File: config.mk
export PLATFORM = sky130hd
export DESIGN_NAME = param_sync_fifo
export DESIGN_NICKNAME = d
export VERILOG_FILES = /design/src/rtl/param_sync_fifo.sv
export SDC_FILE = /design/constraint.sdc
export NUM_CORES = 1
export LEC_CHECK = 0
export ABC_AREA = 1
export BUFFER_PORTS_ARGS = -buffer_cell sky130_fd_sc_hd__buf_4
export CAP_MARGIN = 20
export CORE_MARGIN = 3
export CORE_UTILIZATION = 45
export DETAILED_ROUTE_END_ITERATION = 10
export GPL_ROUTABILITY_DRIVEN = 1
export SLEW_MARGIN = 0
export SYNTH_ARGS = -nofsm -noshare
export SYNTH_HDL_FRONTEND = slang
export SYNTH_SLANG_ARGS = --single-unit
File: constraint.sdc
create_clock -name clk -period 2 [get_ports clk]
set_input_delay 0.3 -clock clk [delete_from_list [all_inputs] [get_ports clk]]
set_output_delay 0.3 -clock clk [all_outputs]
set_load 0.02 [all_outputs]
File: src/rtl/param_sync_fifo.sv
// Single-clock parametrised FIFO with independent write/read enables, count, error flags and flush.
// Latency: a write is readable from the cycle after it is accepted; read data is registered (dout valid the cycle after rd_en).
// Backpressure: writes are refused while full (overflow sticks) and reads are refused while empty (underflow sticks).
//
// Ports:
//   clk, rst            clock (rising edge) and asynchronous active-high reset
//   flush               synchronous clear of pointers and count; memory and error flags untouched
//   wr_en, din          write request and data
//   rd_en               read request
//   dout, dout_valid    registered read data and one-cycle "dout updated" pulse
//   full, empty         count == DEPTH / count == 0
//   almost_full/_empty  count >= AF_THRESH / count <= AE_THRESH
//   count               occupancy 0..DEPTH
//   overflow/underflow  sticky error flags, cleared by clr_err or rst
module param_sync_fifo #(
  parameter int DWIDTH    = 8,
  parameter int DEPTH     = 16,
  parameter int AF_THRESH = DEPTH - 2,
  parameter int AE_THRESH = 2
) (
  input  logic                     clk,
  input  logic                     rst,
  input  logic                     flush,
  input  logic                     wr_en,
  input  logic [DWIDTH-1:0]        din,
  input  logic                     rd_en,
  output logic [DWIDTH-1:0]        dout,
  output logic                     dout_valid,
  output logic                     full,
  output logic                     empty,
  output logic                     almost_full,
  output logic                     almost_empty,
  output logic [$clog2(DEPTH):0]   count,
  output logic                     overflow,
  output logic                     underflow,
  input  logic                     clr_err
);

  localparam int AW = $clog2(DEPTH);
  localparam int CW = AW + 1;

  localparam logic [CW-1:0] DEPTH_C = CW'(DEPTH);
  localparam logic [CW-1:0] AF_C    = CW'(AF_THRESH);
  localparam logic [CW-1:0] AE_C    = CW'(AE_THRESH);
  localparam logic [CW-1:0] ONE_C   = CW'(1);

  logic [DWIDTH-1:0] mem_q [DEPTH];

  logic [CW-1:0]     wptr_q, wptr_d;
  logic [CW-1:0]     rptr_q, rptr_d;
  logic [CW-1:0]     count_q, count_d;
  logic [DWIDTH-1:0] dout_q, dout_d;
  logic              dout_valid_q, dout_valid_d;
  logic              overflow_q, overflow_d;
  logic              underflow_q, underflow_d;

  logic wr_acc;
  logic rd_acc;

  // Flags decode the count register only, so they change cleanly on clk.
  assign full         = (count_q == DEPTH_C);
  assign empty        = (count_q == '0);
  assign almost_full  = (count_q >= AF_C);
  assign almost_empty = (count_q <= AE_C);

  // Flush wins over both requests: nothing is accepted in a flush cycle.
  assign wr_acc = wr_en & ~full  & ~flush;
  assign rd_acc = rd_en & ~empty & ~flush;

  always_comb begin
    wptr_d       = wptr_q;
    rptr_d       = rptr_q;
    count_d      = count_q;
    dout_d       = dout_q;
    dout_valid_d = 1'b0;
    overflow_d   = overflow_q & ~clr_err;
    underflow_d  = underflow_q & ~clr_err;

    if (flush) begin
      wptr_d  = '0;
      rptr_d  = '0;
      count_d = '0;
    end else begin
      if (wr_acc) begin
        wptr_d = wptr_q + ONE_C;
      end
      if (rd_acc) begin
        rptr_d       = rptr_q + ONE_C;
        dout_d       = mem_q[rptr_q[AW-1:0]];
        dout_valid_d = 1'b1;
      end
      unique case ({wr_acc, rd_acc})
        2'b10:   count_d = count_q + ONE_C;
        2'b01:   count_d = count_q - ONE_C;
        default: count_d = count_q;
      endcase
      // A fresh error beats a same-cycle clear.
      if (wr_en & full) begin
        overflow_d = 1'b1;
      end
      if (rd_en & empty) begin
        underflow_d = 1'b1;
      end
    end
  end

  always_ff @(posedge clk or posedge rst) begin
    if (rst) begin
      wptr_q       <= '0;
      rptr_q       <= '0;
      count_q      <= '0;
      dout_q       <= '0;
      dout_valid_q <= 1'b0;
      overflow_q   <= 1'b0;
      underflow_q  <= 1'b0;
    end else begin
      wptr_q       <= wptr_d;
      rptr_q       <= rptr_d;
      count_q      <= count_d;
      dout_q       <= dout_d;
      dout_valid_q <= dout_valid_d;
      overflow_q   <= overflow_d;
      underflow_q  <= underflow_d;
    end
  end

  // Storage has no reset; contents are only meaningful behind the pointers.
  always_ff @(posedge clk) begin
    if (wr_acc) begin
      mem_q[wptr_q[AW-1:0]] <= din;
    end
  end

  assign dout       = dout_q;
  assign dout_valid = dout_valid_q;
  assign count      = count_q;
  assign overflow   = overflow_q;
  assign underflow  = underflow_q;

  // The count register and the wrap-bit pointer distance must always agree.
  a_count_matches_ptrs : assert property (@(posedge clk) disable iff (rst)
    count_q == CW'(wptr_q - rptr_q));

endmodule

==> impl_metrics.ini, run 1 <==
[status]
outcome = complete, no violations

[routing]
first_pass_iters = 5
vias_per_cell = 5.29
post_drt_wl_per_cell_um = 17.9
postRouteWirelength_mm = 14.2
drc = 0
drt-initial-drc-count = 536
num_vias = 4195
ant_nets = 0

[floorplan]
fp.dieW_um = 125
core_um2 = 13600
rows = 42
start_util_pct = 47.0
fp.dieH_um = 125
ios = 34
dieArea_um2 = 15600

[power_and_ir_drop]
irDropWorstVdd_uv = 581
pwr_density_cell_nw_per_um2 = 1280
finalPower_w = 0.00968
power.leakage_nw = 2.78

[critical_path]
path_common_cell = nand2_1
crit_chain = nor2_2 > nand3_2 > nand2_2 > inv_2 > nand2_4 > inv_2 > ha_4 > nand4_1 > nand2_1 > inv_1 > nand2_1 > nand2_1 > nand3_1 > nand2_1
path_buf_inv = 3
reg2reg_to = count[4]
cpPeakStageDelay_ps = 460
cp.required_ps = 2310
critPathTopFamily = simple AND/OR/NAND/NOR gates
reg2reg_slack_ps = 150
worstSetupPathType = reg2reg
r2r_start = count[4]
r2r_cells = 14
slowest_stage = dfrtp_2
endpoint_kind = flop
cp_data_arrival_time_ps = 2160
start_kind = flop
crit_fanout = 6

[global_route]
grt_pass1_vias = 4018
antenna_found_initial = 0
grt_overflow = 0
grt_max_degree = 59
grt_use_total_pct = 18.9
grt_pass1_wl_mm = 22.7

[final_layout]
syn_to_final_growth_pct = 19.1
layout-drive-gt1-share_pct = 18.3
fin_cells = 793
diodes = 0
fin_nets = 625

[logic_synthesis]
async_flop_share_pct = 15.8
synthCells = 547
ys_seq_elements = 152
synth_area_um2 = 6370
ys_seq_area_share_pct = 69.8
synth_flop_cell = edfxtp_1
ys.warnings.count = 0
synth_edf_count = 128
synthesis.nets = 568
avgSynthCellArea_um2 = 11.6
ys_types = 27

[cts]
cts_buffer_depth = 2
numCtsBuffers = 17
root_buffer = clkbuf_16
path_clk_slew_ps = 60
clock_latency_ps = 420
cts_sinks = 152
cts_tree = built
cts_max_level = 4

[sta]
min_period_ps = 1850
skew_ps = 8.23
maxSlewHeadroom_pct = 74.3
fin_crit_sh_pct = 92.3
hold_violations = 0
final_max_slew_viol_count = 0
setup_violations = 0
setup_ws_ps = 154
worst_pin_slew_ps = 382
fmax_mhz = 542

[place]
pre_cts_slack_ps = 75.5
dp_hpwl_mm = 9.31
gp_congestion = 0.884
dp_cells = 760
port-buffer-count = 33

[hold_path]
hold_class = in2reg
min_from = clr_err
min_to = underflow
hold_depth = 2

[job]
drv_cap = 0
## synthesized netlist by cell type, types with 2 or more instances
library cell,number,share of area [%]
a21oi_1,3,0.24
buf_2,9,0.71
nand2_1,43,2.5
inv_1,26,1.5
o21ai_1,2,0.16
clkbuf_1,9,0.53
nand3_2,3,0.47
buf_4,7,0.83
a31oi_1,8,0.79
o21ai_0,85,6.7
edfxtp_1,128,60
clkinv_1,2,0.12
inv_2,2,0.12
nor2_1,127,7.5
dfrtp_1,24,9.4
ha_1,7,1.4
o211ai_1,32,3.8
nand2_2,5,0.49
nand3_1,15,1.2
nor3_1,2,0.16
nor2_2,2,0.20
## worst reg2reg max path: stages (launching register included)
cell and delay (ps):
dfrtp_2 460, nor2_2 160, nand3_2 140, nand2_2 100, inv_2 60, nand2_4 80, inv_2 60, ha_4 280
nand4_1 90, nand2_1 70, inv_1 40, nand2_1 50, nand2_1 40, nand3_1 60, nand2_1 50
## how the worst max path moves through the flow
stage / endpoint / start / cells after the start
2_1_floorplan: count[4] / count[1] / 14
3_3_place_gp: count[4] / count[4] / 14
3_5_place_dp: count[4] / count[4] / 14
4_1_cts: count[4] / count[4] / 14
5_1_grt: count[4] / count[4] / 15
6_report: count[4] / count[4] / 14
## registers in the layout, summed over array words and instances, names as in the netlist
register,count
mem_q,128
dout,8
count,5
rptr_q,4
wptr_q,4
dout_valid,1
overflow,1
underflow,1
## area by class of cell
| cell class | instances | area, µm² |
|---|---|---|
| clock buffers | 17 | 425 |
| repair buffers | 65 | 528 |
| clock inverters | 15 | 173 |
| well taps | 176 | 220 |
| fillers | 1151 | 5970 |
| inverters | 30 | 113 |
| flip-flops and latches | 152 | 4450 |
| multi-input cells | 338 | 1680 |
## timing repair
item / 4_1_cts / 5_1_grt
hold endpoints to repair: 24 / 0
hold buffers: 1 / 0
setup endpoints to repair: 0 / 8
setup buffers: 0 / 0
gates resized for setup: 0 / 4
## per-stage QoR
stage | hold WS, ps | area [µm²] | TNS, ps | util [%]
floorplan | 315 | 6370 | 0 | -
global placement | 374 | 6960 | 0 | 51.3
detailed placement | 377 | 6960 | 0 | 51.3
CTS | 56.8 | 7570 | 0 | 55.8
global route | 89.1 | 7590 | -1.92 | 56.0
finish | 70.5 | 7590 | 0 | 56.0
## logic make-up (layout without fill, tap and decap cells)
kind of cell               count (synthesis)  after routing  share of synthesized area [%]
buffers and inverters                     57            127                           4.09
DFF                                      152            152                           69.8
and+or+nand+nor                          199            199                           12.8
AOI/OAI and AO/OA                        132            132                           11.9
adders and majority gates                  7              7                           1.38
## layout by cell type, fill, tap and decap left out
| cell type | count |
|---|---|
| clkinv_2 | 1 |
| clkinvlp_4 | 3 |
| buf_12 | 3 |
| nand2_2 | 5 |
| nor2_2 | 3 |
| bufinv_16 | 3 |
| o211ai_1 | 32 |
| clkinv_1 | 5 |
| nor2_1 | 126 |
| o21ai_0 | 85 |
| nand3_1 | 15 |
| a21oi_1 | 3 |
| inv_1 | 26 |
| a22oi_1 | 1 |
| nand3_2 | 3 |
| dlygate4sd3_1 | 1 |
| inv_2 | 2 |
| edfxtp_1 | 128 |
| o21ai_1 | 2 |
| dfrtp_2 | 4 |
| ha_4 | 1 |
| a31oi_1 | 8 |
| nand2_4 | 1 |
| nand4_1 | 1 |
| nand2_1 | 43 |
| inv_6 | 4 |
| dfrtp_1 | 20 |
| buf_4 | 61 |
| clkbuf_16 | 17 |
| o22ai_2 | 1 |
| nor3_1 | 2 |
| clkinv_4 | 1 |
| ha_1 | 6 |
## where the power goes
part,internal (W),total [W],switching [W]
Clock,0.00196,0.00322,0.00126
Sequential,0.00364,0.00382,0.000179
Combinational,0.000935,0.00264,0.00170
## per-layer routing
| layer | wire [µm] | vias to the layer above | track usage, % |
|---|---|---|---|
| met5 | 0 | - | 0 |
| met4 | 226 | 0 | 6.57 |
| met3 | 810 | 16 | 3.80 |
| met2 | 6480 | 132 | 28.9 |
| met1 | 6670 | 1993 | 27.2 |
| li1 | - | 2054 | - |
Note: power is estimated with default switching activity, not from simulation.
==> inputs of run 2 (changes only) <==
--- a/config.mk
+++ b/config.mk
@@ -9,10 +9,10 @@
 export BUFFER_PORTS_ARGS = -buffer_cell sky130_fd_sc_hd__buf_4
 export CAP_MARGIN = 20
 export CORE_MARGIN = 3
-export CORE_UTILIZATION = 45
+export CORE_UTILIZATION = 60
 export DETAILED_ROUTE_END_ITERATION = 10
 export GPL_ROUTABILITY_DRIVEN = 1
-export SLEW_MARGIN = 0
+export PLACE_DENSITY = 0.75
 export SYNTH_ARGS = -nofsm -noshare
 export SYNTH_HDL_FRONTEND = slang
 export SYNTH_SLANG_ARGS = --single-unit
==> run 2 against run 1 <==
Net effect: sequential share of layout area is 1.3 points higher; utilization is 18 points higher; maximum frequency is 0.10% higher; critical path type unchanged; largest power group unchanged; highest routed layer unchanged.
==> impl_metrics.ini, run 2 (synthesized netlist as in run 1, its figures left out) <==
[routing]
num_vias = 4334
postRouteWirelength_mm = 13.9
ant_nets = 0
drc = 0
drt-initial-drc-count = 426
vias_per_cell = 5.80
first_pass_iters = 5
post_drt_wl_per_cell_um = 18.6

[cts]
cts_sinks = 152
clock_latency_ps = 530
cts_tree = built
cts_max_level = 4
post_cts_buffers = 0
root_buffer = clkbuf_8
cts_buffer_depth = 2
path_clk_slew_ps = 60
numCtsBuffers = 17

[global_route]
grt_pass1_wl_mm = 22.6
antenna_found_initial = 0
grt_pass1_vias = 4337
grt_use_total_pct = 26.0
grt_overflow = 0
grt_max_degree = 68

[status]
outcome = complete, no violations

[critical_path]
crit_fanout = 13
crit_chain = clkinv_1 > o211ai_1 > nand3_1 > a31oi_1
reg2reg_slack_ps = 160
path_buf_inv = 1
worstSetupPathType = reg2reg
cp_data_arrival_time_ps = 2290
endpoint_kind = flop
start_kind = flop
cpPeakStageDelay_ps = 670
cp.required_ps = 2450
slowest_stage = dfrtp_1
critPathTopFamily = flip-flops

[final_layout]
layout-drive-gt1-share_pct = 17.3
layout_common_cells = edfxtp_1 (128), nor2_1 (127), o21ai_0 (85), buf_4 (58), nand2_1 (43)
diodes = 0
final_util_pct = 73.9
fin_nets = 623
syn_to_final_growth_pct = 16.6
final_common_cell = edfxtp_1
fin_cells = 747
largest_reg_flops = 128
filler_cell_count = 672

[job]
drv_cap = 0

[floorplan]
core_um2 = 10000
start_util_pct = 63.4
dieArea_um2 = 11900
fp.dieH_um = 109
ios = 34
fp.dieW_um = 109
rows = 36

[place]
gp_congestion = 0.917
dp_hpwl_mm = 9.03
port-buffer-count = 33
dp_cells = 714
pre_cts_slack_ps = 138

[sta]
setup_violations = 0
hold_violations = 0
worst_pin_slew_ps = 527
fin_crit_sh_pct = 92.2
min_period_ps = 1840
skew_ps = 7.26
fmax_mhz = 542
setup_ws_ps = 156
final_max_slew_viol_count = 0
maxSlewHeadroom_pct = 64.9

[power_and_ir_drop]
power.leakage_nw = 2.72
irDropWorstVdd_uv = 711
finalPower_w = 0.00916
pwr_density_cell_nw_per_um2 = 1230

[hold_path]
hold_class = in2reg
==> run 2: changes by cell type in the layout (fill, tap and decap cells not counted), sizes merged <==
| cell | delta |
|---|---|
| buf | -3 |
| bufinv | -3 |
| inv | -3 |
| clkbuf | +2 |
| clkinvlp | +2 |
| clkinv | +1 |
| dlygate4sd3 | +1 |
==> run 2: path summary, 6_finish.rpt <==
path / start / to / cells past startpoint
max reg2reg: rptr_q[2] / dout[2] / 4
min reg2reg: underflow / underflow / 2
max in group asynchronous: rst / count[0] / 4
min: din[3] / mem_q[5][3] / 1
max: rptr_q[2] / dout[2] / 4
min in group asynchronous: rst / dout[3] / 4
==> run 2: worst register-to-register path, cell delays in order, from the launching register on <==
cell and delay, ps:
dfrtp_1 670, clkinv_1 470, o211ai_1 240, nand3_1 190, a31oi_1 200
==> run 2: what timing repair did <==
action	in CTS	in global routing
hold endpoints to repair	26	0
hold buffers	2	0
gates resized for setup	0	4
endpoints found under the setup margin	0	2
==> run 2: final cells by class <==
type	count	area (µm²)	area share, %
clock buffers	19	422	5.68
well taps	133	166	2.24
clock inverters	12	80.1	1.08
flip-flops and latches	152	4450	59.9
repair buffers	63	515	6.94
multi-input cells	338	1680	22.6
inverters	30	113	1.52
==> run 2: metal layers <==
layer | track usage, % | vias to the layer above | share of wire, %
li1 | - | 2043 | -
met1 | 33.4 | 2116 | 41
met2 | 42.3 | 148 | 50
met3 | 7.64 | 27 | 7.2
met4 | 9.29 | 0 | 1.9
met5 | 0 | - | 0
==> run 2: report_power, final <==
group	internal [W]	switching [W]	leakage, nW
combinational	0.000950	0.00171	1.04
sequential	0.00364	0.000161	1.45
clock	0.00150	0.00120	0.229
total	0.00609	0.00307	2.72
==> run 2: per-stage QoR <==
| stage | instance area [µm²] | setup TNS, ps | hold WS [ps] |
|---|---|---|---|
| final | 7430 | 0 | 109 |
| after global routing | 7430 | -0.762 | 102 |
| after CTS | 7410 | 0 | 91.7 |
| after detailed placement | 6880 | 0 | 381 |
| after global placement | 6880 | 0 | 370 |
| after floorplan | 6370 | 0 | 315 |
==> inputs of run 3 (changes only) <==
--- a/config.mk
+++ b/config.mk
@@ -8,7 +8,6 @@
 export ABC_AREA = 1
 export BUFFER_PORTS_ARGS = -buffer_cell sky130_fd_sc_hd__buf_4
 export CAP_MARGIN = 20
-export CORE_MARGIN = 3
 export CORE_UTILIZATION = 60
 export DETAILED_ROUTE_END_ITERATION = 10
 export GPL_ROUTABILITY_DRIVEN = 1
==> constraint.sdc (replaced) <==
create_clock -name clk -period 1.9 [get_ports clk]
set_input_delay 0.285 -clock clk [delete_from_list [all_inputs] [get_ports clk]]
set_output_delay 0.285 -clock clk [all_outputs]
set_load 0.02 [all_outputs]
==> run 3 against run 2 <==
Net effect: maximum frequency grew 0.68%; largest power group unchanged; worst setup slack lost 87 ps; via count grew 1.7%; largest cell class unchanged; highest routed layer unchanged; critical endpoint is now count[4].
==> impl_metrics.ini, run 3 (synthesized netlist as in run 1, its figures left out) <==
[status]
outcome = complete, no violations

[sta]
setup_violations = 0
maxSlewHeadroom_pct = 76.6
skew_ps = 8.37
final_max_slew_viol_count = 0
fin_crit_sh_pct = 96.4
finalHoldWorstSlack_ps = 76.4
worst_pin_slew_ps = 351
hold_violations = 0
fmax_mhz = 546
min_period_ps = 1830

[place]
dp_hpwl_mm = 8.83
dpl_cell_area_um2 = 6910
gp_congestion = 0.843
port-buffer-count = 33

[hold_path]
hold_depth = 4
min_from = flush
hold_class = in2reg
min_to = underflow

[floorplan]
rows = 37
core_um2 = 10300
ios = 34
dieArea_um2 = 11000
fp.dieH_um = 105
fp.dieW_um = 105
start_util_pct = 61.7

[critical_path]
r2r_cells = 14
path_common_cell = nand2_1
crit_chain = nor2_4 > nand3_2 > nand2_2 > inv_2 > nand2_4 > inv_2 > ha_4 > nand4_1 > nand2_1 > inv_1 > nand2_1 > nand2_1 > nand3_1 > nand2_1
crit_fanout = 5
startpoint = count[3]
cpPeakStageDelay_ps = 460
cp.required_ps = 2320
r2r_start = count[3]
cp_data_arrival_time_ps = 2250
slowest_stage = dfrtp_2
reg2reg_to = count[4]
endpoint_kind = flop
critPathTopFamily = simple AND/OR/NAND/NOR gates
start_kind = flop
path_buf_inv = 3
reg2reg_slack_ps = 70
worstSetupPathType = reg2reg

[cts]
cts_sinks = 152
cts_buffer_depth = 2
root_buffer = clkbuf_8
cts_max_level = 4
clock_latency_ps = 540
path_clk_slew_ps = 60
cts_tree = built
numCtsBuffers = 17

[global_route]
antenna_found_initial = 0
grt_pass1_wl_mm = 21.9
grt_overflow = 0
grt_pass1_vias = 4108
grt_use_total_pct = 27.2
grt_max_degree = 49

[power_and_ir_drop]
power.leakage_nw = 2.79
irDropWorstVdd_uv = 768
pwr_density_cell_nw_per_um2 = 1330

[final_layout]
final_common_cell = edfxtp_1
fin_nets = 632
final_util_pct = 73.2
layout-drive-gt1-share_pct = 19.7
layout_common_cells = edfxtp_1 (128), nor2_1 (126), o21ai_0 (85), buf_4 (68), nand2_1 (42)
diodes = 0
largest_reg_flops = 128
filler_cell_count = 677
syn_to_final_growth_pct = 18.6
final_area_um2 = 7550

[routing]
post_drt_wl_per_cell_um = 18.1
vias_per_cell = 5.80
first_pass_iters = 6
num_vias = 4407
postRouteWirelength_mm = 13.8
drc = 0
drt-initial-drc-count = 440
ant_nets = 0

[job]
drv_cap = 0
==> run 3: cell count changes in the layout (fill, tap and decap cells not counted), moves of 2 or more <==
cell      delta
buf_4       +10
clkinv_1     -4
clkinv_4     +2
inv_6        +2
==> run 3: worst max path at each step <==
stage / to / slack, ps / depth (start not counted)
2_1_floorplan: count[4] / 40 / 14
3_3_place_gp: count[4] / 80 / 14
4_1_cts: count[4] / 40 / 14
3_5_place_dp: dout[1] / -20 / 6
5_1_grt: count[4] / -50 / 14
6_report: count[4] / 70 / 14
==> run 3: final cells by class <==
cell class	instances	area, µm²	share of cell area, %
clock buffer	20	425	5.63
clock inverter	12	119	1.57
inverter	30	116	1.54
multi-input combinational	338	1700	22.6
sequential	152	4450	58.9
tap	136	170	2.25
timing repair buffer	72	571	7.55
==> run 3: worst min-delay path, cell delays in order <==
cell	delay [ps]
buf_4	90
nor2_1	60
nand2_1	60
o21ai_0	70
==> run 3: where the power goes <==
group,switching [W],total (W),internal [W],leakage [nW]
clock,0.00130,0.00305,0.00175,0.256
combinational,0.00189,0.00299,0.00110,1.09
sequential,0.000157,0.00399,0.00383,1.45
total,0.00335,0.0100,0.00668,2.79
==> run 3: metal layers <==
layer	wire [µm]	global-route usage, %	part of all wire, %	vias up
met3	874	5.24	6.3	24
met5	0	0	0	-
met4	282	11.7	2.0	0
met2	6530	41.1	47	184
li1	-	-	-	2067
met1	6080	39.1	44	2132
==> run 3: repair_timing <==
item | CTS | global route
cloned | 0 | 0
hold buffers | 2 | 0
resized for setup | 0 | 11
endpoints found under the setup margin | 2 | 8
endpoints found under the hold margin | 26 | 0
setup buffers | 4 | 1
pin swaps | 0 | 3
==> run 3: stage by stage <==
step | std cells | total power, W | setup TNS, ps | setup slack, ps
after floorplan | 547 | 0.00583 | 0 | 35.6
after global placement | 721 | 0.00679 | 0 | 79.4
after detailed placement | 721 | 0.00686 | -21.3 | -21.3
after CTS | 759 | 0.00997 | 0 | 40.3
after global routing | 760 | 0.0105 | -72.3 | -49.3
final | 760 | 0.0100 | 0 | 68.7
